<file path="config.mk">
export PLATFORM = sky130hd
export DESIGN_NAME = cpu_controller_flat
export DESIGN_NICKNAME = d
export VERILOG_FILES = /design/src/rtl/cpu_controller_if.sv /design/src/rtl/cpu_controller.sv /design/src/flat_wrapper.sv
export SDC_FILE = /design/constraint.sdc
export NUM_CORES = 1
export LEC_CHECK = 0
export ABC_CLOCK_PERIOD_IN_PS = 3440
export BUFFER_PORTS_ARGS = -buffer_cell sky130_fd_sc_hd__buf_2
export CAP_MARGIN = 25
export CORE_MARGIN = 5
export CORE_UTILIZATION = 43
export DETAILED_ROUTE_END_ITERATION = 8
export GPL_TIMING_DRIVEN = 0
export PLACE_DENSITY = 0.72
export SLEW_MARGIN = 30
export SYNTH_ARGS = -nofsm -noshare
export SYNTH_HDL_FRONTEND = slang
export SYNTH_SLANG_ARGS = --single-unit
</file>
<file path="constraint.sdc">
create_clock -name clk -period 3.44 [get_ports clk]
set_input_delay 0.344 -clock clk [delete_from_list [all_inputs] [get_ports clk]]
set_output_delay 0.344 -clock clk [all_outputs]
set_load 0.005 [all_outputs]
</file>
<file path="src/rtl/cpu_controller_if.sv">
// Bus between the CPU sequencing controller and its datapath.
// Opcode encoding shared by the controller and whatever drives the IR.
typedef enum logic [2:0] {
  OP_HLT = 3'd0,
  OP_SKZ = 3'd1,
  OP_ADD = 3'd2,
  OP_AND = 3'd3,
  OP_XOR = 3'd4,
  OP_LDA = 3'd5,
  OP_STO = 3'd6,
  OP_JMP = 3'd7
} opcode_t;

interface cpu_controller_if #(
  parameter int INSTR_CNT_W = 16
);
  // Datapath status and operator controls into the controller
  opcode_t                opcode;
  logic                   zero;
  logic                   run_en;
  logic                   step;

  // Datapath strobes and status out of the controller
  logic                   sel;
  logic                   rd;
  logic                   ld_ir;
  logic                   inc_pc;
  logic                   halt;
  logic                   ld_pc;
  logic                   data_e;
  logic                   ld_ac;
  logic                   wr;
  logic [2:0]             phase;
  logic                   halted;
  logic [INSTR_CNT_W-1:0] instr_cnt;

  // The controller side drives the strobes
  modport master (
    input  opcode, zero, run_en, step,
    output sel, rd, ld_ir, inc_pc, halt, ld_pc, data_e, ld_ac, wr,
    output phase, halted, instr_cnt
  );

  // The datapath / operator side drives opcode, flags and run controls
  modport slave (
    output opcode, zero, run_en, step,
    input  sel, rd, ld_ir, inc_pc, halt, ld_pc, data_e, ld_ac, wr,
    input  phase, halted, instr_cnt
  );
endinterface

</file>
<file path="src/rtl/cpu_controller.sv">
// Eight-phase instruction sequencer for a simple accumulator CPU, with
// sticky halt, single-step support and a retired-instruction counter.
module cpu_controller #(
  parameter int INSTR_CNT_W = 16
) (
  input  logic             clk,
  input  logic             rst_n,
  cpu_controller_if.master bus
);

  typedef enum logic [2:0] {
    INST_ADDR  = 3'd0,
    INST_FETCH = 3'd1,
    INST_LOAD  = 3'd2,
    IDLE       = 3'd3,
    OP_ADDR    = 3'd4,
    OP_FETCH   = 3'd5,
    ALU_OP     = 3'd6,
    STORE      = 3'd7
  } phase_e;

  phase_e                 phase_q, phase_d;
  logic                   halted_q, halted_d;
  logic                   step_pending_q, step_pending_d;
  logic [INSTR_CNT_W-1:0] instr_cnt_q, instr_cnt_d;

  logic alu_op;
  logic is_hlt, is_skz, is_sto, is_jmp;

  logic sel, rd, ld_ir, inc_pc, halt, ld_pc, data_e, ld_ac, wr;

  assign is_hlt = (bus.opcode == OP_HLT);
  assign is_skz = (bus.opcode == OP_SKZ);
  assign is_sto = (bus.opcode == OP_STO);
  assign is_jmp = (bus.opcode == OP_JMP);
  assign alu_op = (bus.opcode == OP_ADD) || (bus.opcode == OP_AND) ||
                  (bus.opcode == OP_XOR) || (bus.opcode == OP_LDA);

  // State register: reset drops straight back to the first fetch phase
  always_ff @(posedge clk or negedge rst_n) begin
    if (!rst_n) begin
      phase_q        <= INST_ADDR;
      halted_q       <= 1'b0;
      step_pending_q <= 1'b0;
      instr_cnt_q    <= '0;
    end else begin
      phase_q        <= phase_d;
      halted_q       <= halted_d;
      step_pending_q <= step_pending_d;
      instr_cnt_q    <= instr_cnt_d;
    end
  end

  // Next-state: walk the phases, gating the start of each instruction on run/step
  always_comb begin
    phase_d        = phase_q;
    halted_d       = halted_q;
    step_pending_d = step_pending_q;
    instr_cnt_d    = instr_cnt_q;
    if (!halted_q) begin
      if (bus.step) begin
        step_pending_d = 1'b1;
      end
      unique case (phase_q)
        INST_ADDR: begin
          if (bus.run_en || step_pending_q) begin
            phase_d        = INST_FETCH;
            step_pending_d = 1'b0;
          end
        end
        INST_FETCH: phase_d = INST_LOAD;
        INST_LOAD:  phase_d = IDLE;
        IDLE:       phase_d = OP_ADDR;
        OP_ADDR: begin
          if (is_hlt) begin
            halted_d = 1'b1;
          end else begin
            phase_d = OP_FETCH;
          end
        end
        OP_FETCH:   phase_d = ALU_OP;
        ALU_OP:     phase_d = STORE;
        STORE: begin
          phase_d     = INST_ADDR;
          instr_cnt_d = instr_cnt_q + INSTR_CNT_W'(1);
        end
        default:    phase_d = INST_ADDR;
      endcase
    end
  end

  // Output decode: datapath strobes from phase and opcode, silenced while halted
  always_comb begin
    sel    = 1'b0;
    rd     = 1'b0;
    ld_ir  = 1'b0;
    inc_pc = 1'b0;
    halt   = 1'b0;
    ld_pc  = 1'b0;
    data_e = 1'b0;
    ld_ac  = 1'b0;
    wr     = 1'b0;
    if (halted_q) begin
      halt = 1'b1;
    end else begin
      unique case (phase_q)
        INST_ADDR: begin
          sel = 1'b1;
        end
        INST_FETCH: begin
          sel = 1'b1;
          rd  = 1'b1;
        end
        INST_LOAD, IDLE: begin
          sel   = 1'b1;
          rd    = 1'b1;
          ld_ir = 1'b1;
        end
        OP_ADDR: begin
          inc_pc = 1'b1;
          halt   = is_hlt;
        end
        OP_FETCH: begin
          rd = alu_op;
        end
        ALU_OP: begin
          rd     = alu_op;
          inc_pc = is_skz && bus.zero;
          ld_pc  = is_jmp;
          data_e = is_sto;
        end
        STORE: begin
          rd     = alu_op;
          ld_ac  = alu_op;
          ld_pc  = is_jmp;
          wr     = is_sto;
          data_e = is_sto;
        end
        default: begin
          sel = 1'b0;
        end
      endcase
    end
  end

  assign bus.sel       = sel;
  assign bus.rd        = rd;
  assign bus.ld_ir     = ld_ir;
  assign bus.inc_pc    = inc_pc;
  assign bus.halt      = halt;
  assign bus.ld_pc     = ld_pc;
  assign bus.data_e    = data_e;
  assign bus.ld_ac     = ld_ac;
  assign bus.wr        = wr;
  assign bus.phase     = phase_q;
  assign bus.halted    = halted_q;
  assign bus.instr_cnt = instr_cnt_q;

endmodule
</file>
<file path="src/flat_wrapper.sv">
// flat-port wrapper written by rule: the top's interface ports become plain ports
module cpu_controller_flat 
#(
  parameter int INSTR_CNT_W = 16
)
  (clk, rst_n, bus_opcode, bus_zero, bus_run_en, bus_step, bus_sel, bus_rd, bus_ld_ir, bus_inc_pc, bus_halt, bus_ld_pc, bus_data_e, bus_ld_ac, bus_wr, bus_phase, bus_halted, bus_instr_cnt);
  cpu_controller_if #(.INSTR_CNT_W(INSTR_CNT_W)) bus_i ();
  input  logic clk;
  input  logic rst_n;
  input wire logic [$bits(bus_i.opcode)-1:0] bus_opcode;
  input wire logic [$bits(bus_i.zero)-1:0] bus_zero;
  input wire logic [$bits(bus_i.run_en)-1:0] bus_run_en;
  input wire logic [$bits(bus_i.step)-1:0] bus_step;
  output wire logic [$bits(bus_i.sel)-1:0] bus_sel;
  output wire logic [$bits(bus_i.rd)-1:0] bus_rd;
  output wire logic [$bits(bus_i.ld_ir)-1:0] bus_ld_ir;
  output wire logic [$bits(bus_i.inc_pc)-1:0] bus_inc_pc;
  output wire logic [$bits(bus_i.halt)-1:0] bus_halt;
  output wire logic [$bits(bus_i.ld_pc)-1:0] bus_ld_pc;
  output wire logic [$bits(bus_i.data_e)-1:0] bus_data_e;
  output wire logic [$bits(bus_i.ld_ac)-1:0] bus_ld_ac;
  output wire logic [$bits(bus_i.wr)-1:0] bus_wr;
  output wire logic [$bits(bus_i.phase)-1:0] bus_phase;
  output wire logic [$bits(bus_i.halted)-1:0] bus_halted;
  output wire logic [$bits(bus_i.instr_cnt)-1:0] bus_instr_cnt;
  assign bus_i.opcode = bus_opcode;
  assign bus_i.zero = bus_zero;
  assign bus_i.run_en = bus_run_en;
  assign bus_i.step = bus_step;
  assign bus_sel = bus_i.sel;
  assign bus_rd = bus_i.rd;
  assign bus_ld_ir = bus_i.ld_ir;
  assign bus_inc_pc = bus_i.inc_pc;
  assign bus_halt = bus_i.halt;
  assign bus_ld_pc = bus_i.ld_pc;
  assign bus_data_e = bus_i.data_e;
  assign bus_ld_ac = bus_i.ld_ac;
  assign bus_wr = bus_i.wr;
  assign bus_phase = bus_i.phase;
  assign bus_halted = bus_i.halted;
  assign bus_instr_cnt = bus_i.instr_cnt;
  cpu_controller #(.INSTR_CNT_W(INSTR_CNT_W)) u_core (.clk(clk), .rst_n(rst_n), .bus(bus_i));
endmodule
</file>
# Word-level counts from Yosys, hierarchy flattened
# Cells that the tools add are included.
[classes] add_sub_neg=1 n_eq_ne=16 muxes=27 n_reduce_logical=14 bitwise=1
[op_table] cell="3-bit == test, second input constant" n=8
[op_table] cell="3-bit one-hot mux with 8 select lines" n=1
[op_table] cell="1-bit two-way mux" n=22
[op_table] cell="16-bit by 1-bit adder with 16-bit output, second input constant" n=1
[op_table] cell="3-bit by 2-bit == test with 1-bit output, second input constant" n=4
[op_table] cell="3-bit by 1-bit == test with 1-bit output, second input constant" n=2
[op_table] cell="3-bit logical NOT" n=2
[op_table] cell="3-bit two-way mux" n=2
[op_table] cell="3-bit OR reduction" n=2
[op_table] cell="1-bit logical OR" n=4
[op_table] cell="1-bit one-hot mux with 2 select lines" n=2
[op_table] cell="2-bit OR reduction" n=2
[op_table] cell="4-bit OR reduction" n=1
[op_table] cell="3-bit AND reduction" n=1
[op_table] cell="2-bit by 1-bit inequality test with 1-bit output, second input constant" n=1
[op_table] cell="2-bit inequality test, second input constant" n=1
[op_table] cell="2-bit AND reduction" n=1
[op_table] cell="1-bit logical AND" n=1
[op_table] cell="1-bit inverter" n=1
[word_totals] register_bits=21 elab_cells=63

# Longest topological paths before layout
# Gate-level depths: netlist (run 1).
[depth] word_depth=6 mapped_depth=6

# Least setup slack after synthesis (run 1)
# Ideal clock, no wire load.
[synth_path] kind="reg2out" start="reg u_core.phase_q[0] (netlist: u_core.bus.phase[0])" end="out bus_rd" stages_incl_launch_ff=5 t_required_ns=3.096 slack_ns=1.829 arrival_time_ns=1.267 path_cell_list="dfrtp_1 inv_1 ha_1 nor3_1 a2111oi_0"
[synth_via] elab_chain_len=4 elab_cells_between_ends=10 cone_classes="6 x eq/ne; 2 x mux; 2 x reduce/logical"
[synth_lines] element="start, declared" line_no="cpu_controller.sv:22" rtl="phase_e phase_q, phase_d;"
[synth_lines] element="start signal, assigned" line_no="cpu_controller.sv:47" rtl="phase_q <= phase_d;"
[synth_lines] element="3-bit == test (tied with other cells)" line_no="cpu_controller.sv:106" rtl="unique case (phase_q)"
[synth_lines] element="3-bit OR reduction (no line)"
[synth_lines] element="1-bit one-hot mux with 2 select lines *" line_no="cpu_controller.sv:106"
[synth_lines] element="1-bit two-way mux *" line_no="cpu_controller.sv:103" rtl="if (halted_q) begin"
[synth_lines] element="end, declared" line_no="flat_wrapper.sv:15" rtl="output wire logic [$bits(bus_i.rd)-1:0] bus_rd;"
# Mark *: on every way between the ends. The rest lies on a longest branch, timed or not.

# Worst setup path in the final report (run 1)
# Same ends and word-level chain as after synthesis.

==> results of run 1 <==
per-layer routing:
layer	share of wire, %	up-vias
met5	0	-
met1	43	427
li1	-	452
met2	53	15
met3	4.3	2
met4	0.39	0
cells in the mapped netlist:
cell	number
xor2_1	4
and3_1	1
xnor2_1	12
nand4b_4	1
o21ai_1	1
a2111oi_0	1
nand2_1	10
buf_6	1
ha_1	6
nor3_1	5
nor3_4	1
nand3b_4	1
nand4_4	1
nand3_1	4
and4_1	2
nor4_4	1
a41oi_1	2
a21oi_1	2
a32oi_1	1
nor2_1	11
a31oi_1	1
inv_1	6
dfrtp_1	21
mux2_2	2
nor4_1	4
o21ai_0	1
nand4_1	1
buf_4	1
final timing paths:
path	endpoint	slack, ps	depth (start not counted)	start
max in group asynchronous	u_core.bus.instr_cnt[10]$_DFFE_PN0P_	2600	2	rst_n
worst min register to register	u_core.bus.instr_cnt[15]$_DFFE_PN0P_	470	1	u_core.bus.instr_cnt[15]$_DFFE_PN0P_
worst max register to register	u_core.bus.phase[1]$_DFFE_PN0P_	1710	5	u_core.bus.phase[0]$_DFFE_PN0P_
worst min-delay path	u_core.step_pending_q$_DFFE_PN0N_	320	3	bus_step
min in group asynchronous	u_core.bus.instr_cnt[0]$_DFFE_PN0P_	500	2	rst_n
worst max-delay path	bus_rd	1360	5	u_core.bus.phase[0]$_DFFE_PN0P_
registers in the layout, indices dropped and copies added, names as in the netlist:
| signal | cells |
|---|---|
| u_core.bus.instr_cnt | 16 |
| u_core.bus.phase | 3 |
| u_core.bus.halted | 1 |
| u_core.step_pending_q | 1 |
worst min-delay path: stages:
cell	delay [ps]
buf_2	80
a21oi_1	60
a21oi_1	100
layout make-up:
cell class | count | area (sq um)
fillers | 248 | 1120
multi-input cells | 76 | 581
flip-flops and latches | 21 | 526
repair buffers | 37 | 190
well taps | 30 | 37.5
clock buffers | 3 | 22.5
inverters | 6 | 22.5
plain buffers | 2 | 18.8
clock inverters | 1 | 5.00
report_power, final:
part / total [W] / internal, W / switching (W) / leakage (nW)
sequential: 0.000378 / 0.000303 / 0.0000752 / 0.272
combinational: 0.000431 / 0.000202 / 0.000229 / 0.483
clock: 0.000118 / 0.0000434 / 0.0000746 / 0.0177
stage by stage:
step	cell area (sq um)	hold WS (ps)	util [%]
4_1_cts	1400	309	55.6
3_5_place_dp	1370	324	54.1
3_3_place_gp	1370	316	54.1
2_1_floorplan	1150	48.4	-
5_1_grt	1400	312	55.6
6_report	1400	321	55.6
logic make-up (layout without fill, tap and decap cells):
group | after synthesis | count (layout) | synth area share, %
compound gates | 9 | 9 | 5.34
mux | 2 | 2 | 1.96
flops | 21 | 21 | 45.8
simple gates | 43 | 43 | 24.5
xor+xnor | 16 | 16 | 12.2
buf+inv | 8 | 49 | 3.60
fa+ha+maj | 6 | 6 | 6.54
==> metrics.md, run 1 <==
| Metric | Value |
|---|---|
| Status | finished, final reports clean |
| CP max-delay cell | dfrtp_1 |
| Vias | 896 |
| Synth area leader | dfrtp_1 |
| Layout Cells excl Fill | 176 |
| DP Worst Slack | 1680 ps |
| Number of DRC markers in iteration 0 | 26 |
| Num CTS Buffers | 3 |
| Met3 usage | 3.98% |
| Number of global-route vias before repair | 877 |
| CTS Buffer Depth | 2 |
| GRT Util Overall | 13.6% |
| Clk sinks | 21 |
| Max Transition Viols Final | 0 |
| Flop and latch count out of synthesis | 21 |
| Drt pass-1 iters | 4 |
| Fin nets | 161 |
| Initial Utilization | 45.5% |
| Postcts setup bufs | 0 |
| Antenna cells | 0 |
| Sequential cell area fraction in the yosys report | 45.8% |
| Actual slew at the worst max-slew pin | 469 ps |
| Number of vias per cell | 5.09 |
| Post-CTS resize count | 0 |
| Critical-path maximum fanout | 6 |
| CTS root buf | clkbuf_4 |
| Worst path buffer plus inverter count | 2 |
| Busiest grt layer | met2 |
| Lkg Pwr | 0.772 nW |
| Setup TNS | 0 ps |
| Initial antenna violation count | 0 |
| Num rows | 18 |
| Max Freq | 480 MHz |
| Hold WC Path Type | in2reg |
| H-tree depth | 1 |
| Gate Count Post-Synth | 105 |
| Total power | 0.000927 W |
| CP top delay family | flip-flops |
| CP max stage delay | 420 ps |
| Global Route met1 Usage | 16.6% |
| Peak supply drop | 0.457 mV |
| Max-slew headroom | 68.7% |
| Share of cells above drive strength 1 | 33.6% |
| Placed cells | 171 |
| GP Congestion | 0.808 |
| Global-route wire length before repair | 3.83 mm |
| Grt met2 use | 23.3% |
| Hold buffer count at CTS | 1 |
| Wire per inst | 13.1 um |
| Post-route antenna net violation count | 0 |
| # setup viols final | 0 |
| Die Height | 61.7 um |
| Die X | 61.7 um |
| Post-route clock period utilization | 60.5% |
| Post-synth top area share | 45.8% |
| CORE AREA | 2520 sq um |
| Min Tclk post-route | 2080 ps |
| Setup Crit Path Kind | reg2out |
| Total gr overflow | 0 |
| Most frequent cells in the layout | buf_2, dfrtp_1, xnor2_1 |
| Unrepaired setup endpoints after global routing | false |
| Area grow syn2layout | 22.2% |
| Power Dens Cells | 661 nW/um^2 |
| Port Buffer Count | 36 |
| Critical Path Source Type | flop |
| Fin. Hold Viols | 0 |
| Syn Area/Cell | 10.9 sq um |
| Yosys cell types | 28 |
| Post-route DRC | 0 |
| Top Ports | 37 |
| CP arrival | 1740 ps |
| Clock transition at path regs | 110 ps |
| Cells along the critical path | inv_1, ha_1, nor3_1, a2111oi_0, buf_2 |
| Synth area leaders | dfrtp_1, xnor2_1, ha_1 |
| CTS tree | built |
| CP required | 3100 ps |
| Largest net degree at the start of global routing | 22 |
| Commonest non-fill, non-tap cell in the layout | buf_2 |
| Post-synth net total | 119 |
| Maximum capacitance violations | 0 |
| Skew-Pair Late Insertion Delay | 310 ps |
| Synth warn | 0 |
| Mapped cell area | 1150 sq um |
| Final Worst Setup Slack | 1360 ps |
| Worst clock skew | 13.3 ps |
| Crit. End Element | output pin |
| Die Area | 3800 sq um |
| DP Wirelength | 1.87 mm |
| Detailed Route WL | 2.30 mm |
Power figures use the tool's default switching activity.
==> inputs of run 2 (changes only) <==
--- a/config.mk
+++ b/config.mk
@@ -5,14 +5,14 @@
 export SDC_FILE = /design/constraint.sdc
 export NUM_CORES = 1
 export LEC_CHECK = 0
-export ABC_CLOCK_PERIOD_IN_PS = 3440
+export ABC_CLOCK_PERIOD_IN_PS = 1900
 export BUFFER_PORTS_ARGS = -buffer_cell sky130_fd_sc_hd__buf_2
 export CAP_MARGIN = 25
 export CORE_MARGIN = 5
 export CORE_UTILIZATION = 43
 export DETAILED_ROUTE_END_ITERATION = 8
 export GPL_TIMING_DRIVEN = 0
-export PLACE_DENSITY = 0.72
+export PLACE_DENSITY = 0.75
 export SLEW_MARGIN = 30
 export SYNTH_ARGS = -nofsm -noshare
 export SYNTH_HDL_FRONTEND = slang
==> constraint.sdc (replaced) <==
create_clock -name clk -period 1.9 [get_ports clk]
set_input_delay 0.19 -clock clk [delete_from_list [all_inputs] [get_ports clk]]
set_output_delay 0.19 -clock clk [all_outputs]
set_load 0.005 [all_outputs]
==> run 2 against run 1 <==
Compared with the run above:
- sequential power is 86% higher
- count of clock-buffer cells in the layout is 1 higher
- critical path depth stayed put
- global-route usage is 0.18 points lower
- register-to-register slack worse by 1500 ps
- final cell count is 0.57% higher
- power is 88% higher
- core utilization is 1.3 points higher
- combinational power is 92% higher
- setup slack worse by 1300 ps
- critical endpoint unchanged
==> metrics.md, run 2 (synthesized netlist as in run 1, its figures left out) <==
| Metric | Value |
|---|---|
| Final Worst Setup Slack | 63.0 ps (was 1360 ps) |
| H-tree depth | 1 (unchanged) |
| Filler cells | 227 (was 248) |
| Cells along the critical path | inv_1, ha_2, nor3_1, a2111oi_0, buf_2 (was inv_1, ha_1, nor3_1, a2111oi_0, buf_2) |
| Actual slew at the worst max-slew pin | 456 ps (was 469 ps) |
| GP Congestion | 0.782 (was 0.808) |
| Min Tclk post-route | 1840 ps |
| Die Height | 61.7 um (unchanged) |
| Sw power | 0.000712 W (was 0.000379 W) |
| Largest register FFs | 16 (unchanged) |
| Largest net degree at the start of global routing | 22 (unchanged) |
| Max-slew headroom | 69.6% (was 68.7%) |
| Crit. End Element | output pin (unchanged) |
| Net Sw Frac | 40.9% (was 40.8%) |
| Setup TNS | 0 ps (unchanged) |
| Num CTS Buffers | 3 (unchanged) |
| Clk sinks | 21 (unchanged) |
| Top Ports | 37 (unchanged) |
| Hold WC Path Type | in2reg (unchanged) |
| Area grow syn2layout | 25.1% (was 22.2%) |
| Vias | 924 (was 896) |
| Number of DRC markers in iteration 0 | 25 (was 26) |
| Maximum capacitance violations | 0 (unchanged) |
| CP max stage delay | 450 ps (was 420 ps) |
| Grt met2 use | 22.9% (was 23.3%) |
| Power Dens Cells | 1210 nW/um^2 (was 661 nW/um^2) |
| Comb power frac | 47.5% (was 46.5%) |
| Clock transition at path regs | 110 ps (about the same) |
| Global Route met1 Usage | 15.7% (was 16.6%) |
| Num rows | 18 (unchanged) |
| Status | finished, final reports clean (unchanged) |
| Die X | 61.7 um (unchanged) |
| Global-route wire length before repair | 3.71 mm (was 3.83 mm) |
| Peak supply drop | 0.923 mV (was 0.457 mV) |
| Die Area | 3800 sq um (unchanged) |
| Fin. Hold Viols | 0 (unchanged) |
| Max Transition Viols Final | 0 (unchanged) |
| Initial Utilization | 45.5% (unchanged) |
| Total gr overflow | 0 (unchanged) |
| Critical Path Source Type | flop (unchanged) |
| Critical-path maximum fanout | 5 (was 6) |
| Lkg Pwr | 0.769 nW (was 0.772 nW) |
| Worst clock skew | 7.98 ps (was 13.3 ps) |
| Number of global-route vias before repair | 824 (was 877) |
| Clk network pwr share | 12.2% (was 12.7%) |
| Met3 usage | 4.40% (was 3.98%) |
| Fin nets | 162 (was 161) |
| Total power | 0.00174 W (was 0.000927 W) |
| Busiest grt layer | met2 (unchanged) |
| CORE AREA | 2520 sq um (unchanged) |
| Wire per inst | 13.7 um (was 13.1 um) |
| DP Wirelength | 1.85 mm (was 1.87 mm) |
| DP Worst Slack | 201 ps (was 1680 ps) |
| FF+latch area | 527 sq um (was 526 sq um) |
| Port Buffer Count | 36 (unchanged) |
| Drt pass-1 iters | 4 (unchanged) |
| Most frequent cells in the layout | buf_2, dfrtp_1, xnor2_1 (unchanged) |
| # setup viols final | 0 (unchanged) |
| CP required | 1710 ps (was 3100 ps) |
| CTS root buf | clkbuf_4 (unchanged) |
| Multi-input gate area | 606 sq um (was 581 sq um) |
| Detailed Route WL | 2.42 mm (was 2.30 mm) |
| Int Pwr | 0.00103 W (was 0.000549 W) |
| GRT Util Overall | 13.4% (was 13.6%) |
| Antenna cells | 0 (unchanged) |
| Post-route DRC | 0 (unchanged) |
| CTS tree | built (unchanged) |
| Post-route antenna net violation count | 0 (unchanged) |
| Skew-Pair Late Insertion Delay | 300 ps (was 310 ps) |
| Share of cells above drive strength 1 | 37.4% (was 33.6%) |
| CP max-delay cell | dfrtp_2 (was dfrtp_1) |
| Initial antenna violation count | 0 (unchanged) |
| CTS Buffer Depth | 2 (unchanged) |
| Setup Crit Path Kind | reg2out (unchanged) |
| Max Freq | 544 MHz |
| Commonest non-fill, non-tap cell in the layout | buf_2 (unchanged) |
| CP arrival | 1650 ps (was 1740 ps) |
| Post-route clock period utilization | 96.7% |
| Flop pwr share | 40.3% (was 40.8%) |
| Number of vias per cell | 5.22 (was 5.09) |
## run 2: metal layers
layer	up-vias	part of all wire, %
li1	455	-
met1	445	41
met2	22	52
met3	2	6.3
met4	0	0.87
met5	-	0
## run 2: repair_timing
item,in CTS,in global routing
setup endpoints to repair,1,3
hold buffers,1,0
resized for setup,1,6
hold endpoints to repair,21,0
setup buffers,0,1
## run 2: critical path, delay by kind of cell (launching register included)
kind                       cells  cell delay [ps]
buffers and inverters          2              290
adders and majority gates      1              220
and+or+nand+nor                1               60
AOI/OAI and AO/OA              1              340
DFF                            1              450
## run 2: final timing paths
kind	from	to	slack (ps)	cells past startpoint
max	u_core.bus.phase[1]$_DFFE_PN0P_	bus_rd	60	5
min	bus_step	u_core.step_pending_q$_DFFE_PN0N_	180	3
max reg2reg	u_core.bus.phase[0]$_DFFE_PN0P_	u_core.bus.instr_cnt[13]$_DFFE_PN0P_	220	6
min reg2reg	u_core.bus.instr_cnt[15]$_DFFE_PN0P_	u_core.bus.instr_cnt[15]$_DFFE_PN0P_	470	1
max in group asynchronous	rst_n	u_core.bus.phase[1]$_DFFE_PN0P_	1200	2
min in group asynchronous	rst_n	u_core.bus.instr_cnt[3]$_DFFE_PN0P_	350	2
## run 2: per-stage QoR
stage | util, % | cell area, sq um | hold slack [ps] | cells
floorplan | - | 1150 | -106 | 105
global placement | 54.1 | 1370 | 163 | 171
detailed placement | 54.1 | 1370 | 168 | 171
CTS | 55.7 | 1400 | 169 | 176
global route | 56.9 | 1440 | 182 | 177
finish | 56.9 | 1440 | 176 | 177
## run 2: power by group through the flow
stage | logic, W | registers (W) | clock network [W]
5_1_grt | 0.000920 | 0.000719 | 0.000236
3_3_place_gp | 0.000756 | 0.000693 | 0
2_1_floorplan | 0.000519 | 0.000688 | 0
6_report | 0.000826 | 0.000702 | 0.000213
4_1_cts | 0.000777 | 0.000698 | 0.000222
3_5_place_dp | 0.000769 | 0.000706 | 0
## run 2: layout make-up
type                    instances  area share, %
clock buffers                   4           1.83
repair buffers                 38           13.8
flip-flops and latches         21           36.7
multi-input cells              76           42.2
well taps                      30           2.62
plain buffers                   2           1.31
inverters                       6           1.57
==> inputs of run 3 (changes only) <==
==> constraint.sdc (replaced) <==
create_clock -name clk -period 1.9 [get_ports clk]
set_input_delay 0.38 -clock clk [delete_from_list [all_inputs] [get_ports clk]]
set_output_delay 0.38 -clock clk [all_outputs]
set_load 0.005 [all_outputs]
==> run 3 against run 2 <==
Compared with the run above:
- the run now ends with negative hold slack, negative setup slack left
- hold slack lost 180 ps
- non-clock buffer count up 5
- sequential cell count unchanged
- die area is the same
- combinational power is 34% higher
- highest routed layer unchanged
==> metrics.md, run 3 (synthesized netlist as in run 1, its figures left out) <==
| Metric | Value |
|---|---|
| Initial Utilization | 45.5% (unchanged) |
| Filler cells | 214 (was 227) |
| Top Ports | 37 (unchanged) |
| Initial antenna violation count | 0 (unchanged) |
| Post-Route Utilization | 61.0% (was 56.9%) |
| Number of DRC markers in iteration 0 | 44 (was 25) |
| Fin. Hold Viols | 11 (was 0) |
| Flop pwr share | 35.1% (was 40.3%) |
| Unrepaired setup endpoints after global routing | true |
| CP max stage delay | 460 ps (was 450 ps) |
| Grt met2 use | 24.7% (was 22.9%) |
| Skew-Pair Late Insertion Delay | 310 ps (was 300 ps) |
| Busiest grt layer | met2 (unchanged) |
| Drt pass-1 iters | 4 (unchanged) |
| GRT Util Overall | 14.3% (was 13.4%) |
| Die Height | 61.7 um (unchanged) |
| Failing checks | negative hold slack, negative setup slack |
| Antenna cells | 0 (unchanged) |
| # setup viols final | 5 (was 0) |
| Largest net degree at the start of global routing | 22 (unchanged) |
| Post-route DRC | 0 (unchanged) |
| Clk network pwr share | 10.7% (was 12.2%) |
| Crit. End Element | output pin (unchanged) |
| Peak supply drop | 0.911 mV (was 0.923 mV) |
| Status | finished with violations (was finished, final reports clean) |
| CTS root buf | clkbuf_4 (unchanged) |
| CP top delay family | flip-flops (unchanged) |
| Wire per inst | 15.5 um (was 13.7 um) |
| Die Area | 3800 sq um (unchanged) |
| GP Congestion | 0.782 (unchanged) |
| Share of cells above drive strength 1 | 43.4% (was 37.4%) |
| Worst clock skew | 10.6 ps (was 7.98 ps) |
| Sw power | 0.000860 W (was 0.000712 W) |
| Critical Path Source Type | flop (unchanged) |
| Net Sw Frac | 42.0% (was 40.9%) |
| DP Wirelength | 1.85 mm (unchanged) |
| Setup Crit Path Kind | reg2out (unchanged) |
| Port Buffer Count | 36 (unchanged) |
| Max Freq | 501 MHz (was 544 MHz) |
| Hold WC Path Type | in2async (was in2reg) |
| Critical path depth in cells | 5 (unchanged) |
| Global-route wire length before repair | 3.95 mm (was 3.71 mm) |
| Actual slew at the worst max-slew pin | 457 ps (was 456 ps) |
| Number of vias per cell | 5.41 (was 5.22) |
| Clock transition at path regs | 120 ps (was 110 ps) |
| Clk sinks | 21 (unchanged) |
| Met3 usage | 4.40% (unchanged) |
| Global Route met1 Usage | 16.5% (was 15.7%) |
| CP arrival | 1620 ps (was 1650 ps) |
| Total power | 0.00205 W (was 0.00174 W) |
| Cells along the critical path | ha_1, buf_6, nor3_1, a2111oi_2, buf_2 (was inv_1, ha_2, nor3_1, a2111oi_0, buf_2) |
| Maximum capacitance violations | 0 (unchanged) |
| Die X | 61.7 um (unchanged) |
| Final Worst Setup Slack | -97.1 ps (was 63.0 ps) |
| Num CTS Buffers | 3 (unchanged) |
| Power Dens Cells | 1330 nW/um^2 (was 1210 nW/um^2) |
| CP required | 1520 ps (was 1710 ps) |
| Commonest non-fill, non-tap cell in the layout | buf_2 (unchanged) |
| Total gr overflow | 0 (unchanged) |
| Lkg Pwr | 0.803 nW (was 0.769 nW) |
| Number of global-route vias before repair | 866 (was 824) |
| Final hold slack | -6.96 ps (was 176 ps) |
| CTS Buffer Depth | 2 (unchanged) |
| R2R depth | 6 (unchanged) |
| Num rows | 18 (unchanged) |
| Most frequent cells in the layout | buf_2, dfrtp_1, xnor2_1 (unchanged) |
| Worst path buffer plus inverter count | 2 (unchanged) |
| Largest register FFs | 16 (unchanged) |
| CTS tree | built (unchanged) |
| CP max-delay cell | dfrtp_1 (was dfrtp_2) |
| Fin nets | 167 (was 162) |
| Int Pwr | 0.00119 W (was 0.00103 W) |
| H-tree depth | 1 (unchanged) |
| CORE AREA | 2520 sq um (unchanged) |
| Post-route antenna net violation count | 0 (unchanged) |
| Max-slew headroom | 69.5% (was 69.6%) |
| Area grow syn2layout | 34.0% (was 25.1%) |
| Max Transition Viols Final | 0 (unchanged) |
| Detailed Route WL | 2.82 mm (was 2.42 mm) |
| Post-route clock period utilization | 105% (was 96.7%) |
| Critical-path maximum fanout | 7 (was 5) |
| Comb power frac | 54.3% (was 47.5%) |
| Min Tclk post-route | 2000 ps (was 1840 ps) |
| Vias | 984 (was 924) |
## run 3: final timing paths
kind / startpoint / endpoint / slack, ps
setup / recovery: u_core.bus.phase[1]$_DFFE_PN0P_ / bus_rd / -100
hold / removal: rst_n / u_core.bus.instr_cnt[4]$_DFFE_PN0P_ / -7
setup reg to reg: u_core.bus.phase[1]$_DFFE_PN0P_ / u_core.bus.instr_cnt[13]$_DFFE_PN0P_ / 180
hold reg to reg: u_core.bus.instr_cnt[15]$_DFFE_PN0P_ / u_core.bus.instr_cnt[15]$_DFFE_PN0P_ / 470
max in group asynchronous: rst_n / u_core.bus.halted$_DFF_PN0_ / 1550
min in group clk: bus_step / u_core.step_pending_q$_DFFE_PN0N_ / 360
## run 3: metrics by stage
stage	setup slack, ps	hold WS [ps]	setup TNS [ps]	cells	area, sq um
after detailed placement	111	358	0	171	1370
final	-97.1	-6.96	-226	182	1540
after global routing	-166	29.9	-698	182	1540
after floorplan	253	84.4	0	105	1150
after CTS	-7.60	12.6	-12.1	177	1460
after global placement	142	353	0	171	1370
## run 3: area by class of cell
cell class / count / area, sq um / area share (%)
well taps: 30 / 37.5 / 2.44
flip-flops and latches: 21 / 527 / 34.3
clock buffers: 4 / 26.3 / 1.71
repair buffers: 43 / 236 / 15.4
plain buffers: 2 / 22.5 / 1.46
multi-input cells: 76 / 666 / 43.3
inverters: 6 / 22.5 / 1.46
## run 3: power by group through the flow
| stage | combinational [W] | clock, W | sequential (W) |
|---|---|---|---|
| 6_report | 0.00111 | 0.000219 | 0.000718 |
| 3_5_place_dp | 0.000769 | 0 | 0.000706 |
| 2_1_floorplan | 0.000519 | 0 | 0.000688 |
| 5_1_grt | 0.00121 | 0.000236 | 0.000731 |
| 4_1_cts | 0.000903 | 0.000222 | 0.000701 |
| 3_3_place_gp | 0.000756 | 0 | 0.000693 |
## run 3: worst reg2reg max path, stage by stage (launching register included)
cell and delay, ps:
dfrtp_1 460, ha_1 200, buf_6 150, nand3b_4 140, nor4_4 380, nand4_1 160, xnor2_1 150
## run 3: layer usage
| metal | wire (um) | part of all wire, % |
|---|---|---|
| met4 | 74 | 2.6 |
| met1 | 1100 | 39 |
| met5 | 0 | 0 |
| met2 | 1500 | 53 |
| met3 | 148 | 5.2 |
## run 3: what timing repair did
item                       4_1_cts  5_1_grt
hold buffers                     0        0
setup endpoints to repair        6        8
gates resized for setup         10        8
buffers inserted                 2        5
pin swaps                        2        2
